$ cat src/rtl/tt_sweep_capture.sv
// tt_sweep_capture
// ----------------
// Characterisation wrapper for an N_IN-input, single-output function block.
// A sweep drives x through every minterm 0..2**N_IN-1, captures the
// function's answer into a truth table, counts its ones, and then streams
// the table out as hex nibbles, most significant nibble first.
//
// Ports
//   clk, rst     : single rising-edge clock, synchronous active-high reset
//   start        : begin a sweep (only acted on while idle)
//   x            : registered minterm index driven to the function block
//   f_in         : function output, valid PIPE_LAT cycles after x
//   busy         : high whenever the block is not idle
//   done         : one-cycle pulse after the last nibble is accepted
//   tt, tt_valid : captured table (tt[i] = f(i)) and its completion flag
//   ones         : popcount of tt, 0..2**N_IN
//   hex_valid / hex_ready / hex_nibble / hex_last : nibble stream
//   dbg_state    : current FSM state, for observation only
//
// Stream handshake: a nibble transfers on a rising edge where hex_valid and
// hex_ready are both high. While hex_valid is high and hex_ready is low,
// hex_nibble and hex_last hold their values; hex_valid never drops without
// a transfer. hex_ready may toggle freely and is ignored when hex_valid is low.
module tt_sweep_capture #(
  parameter int N_IN     = 7,
  parameter int PIPE_LAT = 0
) (
  input  logic                   clk,
  input  logic                   rst,
  input  logic                   start,
  output logic [N_IN-1:0]        x,
  input  logic                   f_in,
  output logic                   busy,
  output logic                   done,
  output logic [(1<<N_IN)-1:0]   tt,
  output logic                   tt_valid,
  output logic [N_IN:0]          ones,
  output logic                   hex_valid,
  input  logic                   hex_ready,
  output logic [3:0]             hex_nibble,
  output logic                   hex_last,
  output logic [2:0]             dbg_state
);

  localparam int DEPTH = 1 << N_IN;
  localparam int KW    = N_IN - 2;   // nibble index width

  localparam logic [2:0] S_IDLE  = 3'd0;
  localparam logic [2:0] S_SWEEP = 3'd1;
  localparam logic [2:0] S_DRAIN = 3'd2;
  localparam logic [2:0] S_EMIT  = 3'd3;
  localparam logic [2:0] S_DONE  = 3'd4;

  localparam logic [N_IN-1:0] X_LAST = '1;
  localparam logic [N_IN-1:0] X_ONE  = 1;
  localparam logic [N_IN:0]   C_ONE  = 1;
  localparam logic [KW-1:0]   K_LAST = '1;
  localparam logic [KW-1:0]   K_ONE  = 1;

  logic [2:0]       state_q, state_d;
  logic [N_IN-1:0]  x_q, x_d;
  logic [N_IN:0]    c_q, c_d;      // capture counter, reaches DEPTH
  logic [KW-1:0]    k_q, k_d;      // nibble index
  logic [DEPTH-1:0] tt_q, tt_d;
  logic [N_IN:0]    ones_q, ones_d;
  logic             tt_valid_q, tt_valid_d;

  // cap_v is high in the cycle where f_in belongs to the next index to store
  logic cap_v;

  generate
    if (PIPE_LAT == 0) begin : g_nolat
      // f_in is combinational from x, so every SWEEP cycle carries a sample.
      assign cap_v = (state_q == S_SWEEP);
    end else begin : g_lat
      // One bit per pipeline stage of the function block: a 1 enters for
      // each cycle x carries a fresh index and falls out as its result lands.
      logic [PIPE_LAT-1:0] vld_q, vld_d;

      always_comb begin
        vld_d    = vld_q << 1;
        vld_d[0] = (state_q == S_SWEEP);
      end

      always_ff @(posedge clk) begin
        if (rst) vld_q <= '0;
        else     vld_q <= vld_d;
      end

      assign cap_v = vld_q[PIPE_LAT-1];
    end
  endgenerate

  logic cap_fire, last_cap;
  assign cap_fire = ((state_q == S_SWEEP) || (state_q == S_DRAIN)) && cap_v && !c_q[N_IN];
  assign last_cap = cap_fire && (c_q[N_IN-1:0] == X_LAST);

  always_comb begin
    state_d    = state_q;
    x_d        = x_q;
    c_d        = c_q;
    k_d        = k_q;
    tt_d       = tt_q;
    ones_d     = ones_q;
    tt_valid_d = tt_valid_q;

    case (state_q)
      S_IDLE: begin
        if (start) begin
          tt_d       = '0;
          ones_d     = '0;
          tt_valid_d = 1'b0;
          x_d        = '0;
          c_d        = '0;
          k_d        = '0;
          state_d    = S_SWEEP;
        end
      end
      S_SWEEP: begin
        // x stays at the last index once the sweep has been presented
        if (x_q == X_LAST) state_d = (PIPE_LAT > 0) ? S_DRAIN : S_EMIT;
        else               x_d     = x_q + X_ONE;
      end
      S_DRAIN: begin
        // The final capture marks the end of the pipeline flush, which is
        // exactly PIPE_LAT cycles after the last index was driven.
        if (last_cap) state_d = S_EMIT;
      end
      S_EMIT: begin
        if (hex_ready) begin
          if (k_q == K_LAST) state_d = S_DONE;
          else               k_d     = k_q + K_ONE;
        end
      end
      S_DONE:  state_d = S_IDLE;
      default: state_d = S_IDLE;
    endcase

    if (cap_fire) begin
      tt_d[c_q[N_IN-1:0]] = f_in;
      ones_d              = ones_q + {{N_IN{1'b0}}, f_in};
      c_d                 = c_q + C_ONE;
      if (last_cap) tt_valid_d = 1'b1;
    end
  end

  always_ff @(posedge clk) begin
    if (rst) begin
      state_q    <= S_IDLE;
      x_q        <= '0;
      c_q        <= '0;
      k_q        <= '0;
      tt_q       <= '0;
      ones_q     <= '0;
      tt_valid_q <= 1'b0;
    end else begin
      state_q    <= state_d;
      x_q        <= x_d;
      c_q        <= c_d;
      k_q        <= k_d;
      tt_q       <= tt_d;
      ones_q     <= ones_d;
      tt_valid_q <= tt_valid_d;
    end
  end

  // Nibble k covers tt[DEPTH-1-4k -: 4], so the stream reads the table like
  // its hex name, left to right.
  logic [N_IN-1:0] nib_base;
  assign nib_base = X_LAST - {k_q, 2'b00};

  assign x          = x_q;
  assign busy       = (state_q != S_IDLE);
  assign done       = (state_q == S_DONE);
  assign tt         = tt_q;
  assign tt_valid   = tt_valid_q;
  assign ones       = ones_q;
  assign hex_valid  = (state_q == S_EMIT);
  assign hex_nibble = hex_valid ? tt_q[nib_base -: 4] : 4'h0;
  assign hex_last   = hex_valid && (k_q == K_LAST);
  assign dbg_state  = state_q;

endmodule
$ cat config.mk
export PLATFORM = sky130hd
export DESIGN_NAME = tt_sweep_capture
export DESIGN_NICKNAME = d
export VERILOG_FILES = /design/src/rtl/tt_sweep_capture.sv
export SDC_FILE = /design/constraint.sdc
export NUM_CORES = 1
export LEC_CHECK = 0
export CORE_ASPECT_RATIO = 0.6
export CORE_MARGIN = 3
export CORE_UTILIZATION = 46
export DETAILED_ROUTE_END_ITERATION = 10
export PLACE_DENSITY_LB_ADDON = 0.1
export SLEW_MARGIN = 15
export SYNTH_ARGS = -nofsm -noshare
export SYNTH_HDL_FRONTEND = slang
export SYNTH_SLANG_ARGS = --single-unit
$ cat constraint.sdc
create_clock -name clk -period 3.9 [get_ports clk]
set_clock_uncertainty 0.1 [all_clocks]
set_input_delay 1.17 -clock clk [delete_from_list [all_inputs] [get_ports clk]]
set_output_delay 1.17 -clock clk [all_outputs]
set_load 0.1 [all_outputs]
==> qor.yml <==
clock_sinks: 160
finalNetCount: 934
cp_max_fo: 9
clk_latency_ns: 0.42
gp_congestion: 0.902
rows: 35
cpPeakStageDelay_ns: 0.54
ys_seq_area_frac: 0.416
area_growth_pct: 28.4
worstSetupStartpointType: "flip-flop"
hold_path.class: "reg -> reg"
drive_gt1_frac: 0.291
fmax_mhz: 262
critPathBufInv: 2
end_kind: "primary output"
grt_overflow_total: 0
grt_usage: 0.275
maxCapViolations: 0
cts_buffer_depth: 2
crit_cells: 6
fp.dieW_um: 173
rr_worst_depth: 5
rsz0062_at_grt: "no"
avgSynthCellArea_um2: 9.47
cpMaxStageDelayCell: "mux4_2"
diodes: 0
post-synth-top-area-cell: "dfxtp_1"
required_ns: 2.63
firstDrtPassIters: 5
avgViaCountPerCell: 6.29
power_density_nw_per_um2: 379
synth_area_um2: 7700
synth_top_flop_cell: "dfxtp_1"
synth_async_sr_flop_share: 0
io_buffers: 159
tritoncts: "built"
cts_htree_levels: 4
p_leak_nw: 3.90
finalPower_mw: 3.74
rrSetupSlack_ns: 0.81
arrival_ns: 2.55
synthTopCellsByArea: "dfxtp_1 42%, mux4_2 8.2%, o211ai_1 7.8%"
final_core_util: 0.623
die_h_um: 106
drc: 0
grt_max_degree: 129
max_slew_margin: 0.280
finalWirelength_um: 25700
dp_hpwl_um: 18200
crit_start: "k_q[1]"
mostFrequentLayoutCell: "buf_4"
min_path_cells: 2
yosys.area.top_type_share: 0.416
tightestPinTransition_ns: 1.08
synth_edf_count: 0
vias: 7279
crit_type: "reg -> out"
rr_endpoint: "tt[70]"
clk_pin_slew_ns: 0.06
cp_cell_sequence: "mux4_2 > a22o_1 > a211oi_1 > buf_4 > nor4_4 > buf_12"
root_buffer: "clkbuf_16"
reg2reg_from: "dbg_state[0]"
period_share: 0.979
initialDrtViolationCount: 939
slew_viol_final: 0
synth_warnings: 0
place_inst: 1122
synth-seq-cells: 160
die_area_um2: 18400
ant_nets: 0
peakVddDrop_mv: 0.270
critical_path.top_delay_family: "compound AO/OA/AOI/OAI gates"
ys_types: 51
fillerInstances: 1320
setup_violations: 0
grt_pass1_vias: 6714
core_um2: 15900
layout.cells.non_filler: 1158
synth_cells: 813
wl_per_cell_um: 22.2
period_minus_slack_ns: 3.82
antenna_found_initial: 0
crit_end: "hex_nibble[2]"
ios: 160
final_cell_mix: "166 x buf_4, 147 x dfxtp_1, 117 x nand2_1, 80 x o211ai_1, 79 x o31ai_1"
cts_made_buffers: 17
grt_pass1_wl_um: 39700
initial_utilization: 0.486
outcome: "finished clean"
synth_fp_nets: 824
final_hold_viol_count: 0
routing by layer:
| metal | part of all wire | track usage | up-vias |
|---|---|---|---|
| met5 | 0 | 0 | - |
| met4 | 0.013 | 0.0671 | 0 |
| met3 | 0.088 | 0.0667 | 30 |
| met2 | 0.43 | 0.403 | 386 |
| met1 | 0.47 | 0.406 | 3588 |
| li1 | - | - | 3275 |
per-stage QoR:
step	setup slack (ns)	TNS, ns	hold slack (ns)	area (µm²)
final	0.0828	0	0.385	9880
after global placement	0.402	0	0.372	9180
after global routing	0.0231	0	0.409	9880
after detailed placement	0.382	0	0.375	9180
after floorplan	-0.645	-0.645	0.375	7770
after CTS	0.0566	0	0.385	9830
cell usage after synthesis, types with 3 or more instances:
master / instances
dfxtp_1: 160
nand2_1: 117
o211ai_1: 80
o31ai_1: 79
clkbuf_1: 75
mux2i_1: 58
nor2_1: 35
mux4_2: 28
a21oi_1: 18
nand3_1: 18
nor2b_1: 14
a211oi_1: 12
buf_2: 9
nand3b_1: 7
ha_1: 6
nand2b_1: 6
o21ai_0: 6
and2_1: 5
and3_1: 5
nand4_1: 5
a2111oi_0: 4
a22o_1: 4
a31oi_1: 4
nor3_1: 4
nor4_1: 4
o221ai_1: 4
a311oi_1: 3
buf_1: 3
buf_4: 3
nor3b_1: 3
nor4b_1: 3
or2_2: 3
or3_1: 3
xor2_1: 3
logic make-up (layout without fill, tap and decap cells):
group | after synthesis | in the layout | share of synthesized area
xor gates and xnor gates | 4 | 4 | 0.00455
AOI/OAI and AO/OA | 221 | 221 | 0.210
DFF | 160 | 160 | 0.416
and+or+nand+nor | 244 | 244 | 0.155
buffers and inverters | 92 | 215 | 0.0478
adders and majority gates | 6 | 6 | 0.00975
muxes | 86 | 86 | 0.157
layout make-up:
cell class,instances,area [µm²],share of cell area
multi-input cells,561,4210,0.426
clock inverters,13,200,0.0203
well taps,222,278,0.0281
clock buffers,19,453,0.0458
flip-flops and latches,160,3220,0.326
repair buffers,181,1510,0.152
inverters,2,11.3,0.00114
flip-flops by register name (all words and copies together) (netlist names):
name,count
ones,8
x,7
dbg_state,3
k_q,5
tt_valid,1
tt,128
c_q,8
report_power, final:
part	switching, mW	leakage [nW]	internal [mW]
logic	0.160	2.28	0.0602
registers	0.0150	1.30	1.64
clock network	0.743	0.322	1.12
tightest hold or removal path, stage by stage (launching register included):
cell and delay (ns):
dfxtp_1 0.32, nand2_1 0.06, mux2i_1 0.06
repair_timing:
item                       4_1_cts  5_1_grt
gates resized for setup          2        4
buffers inserted                 0        4
hold buffers                     0        0
setup endpoints to repair        4        4
how the worst min path moves through the flow:
| stage | endpoint | from | slack, ns |
|---|---|---|---|
| after floorplan | c_q[7] | c_q[7] | 0.37 |
| after global placement | ones[5] | ones[5] | 0.37 |
| after detailed placement | tt[9] | tt[9] | 0.37 |
| after CTS | tt[9] | tt[9] | 0.38 |
| after global routing | tt[97] | tt[97] | 0.41 |
| final | tt[9] | tt[9] | 0.38 |
Note: power is estimated with default switching activity, not from simulation.
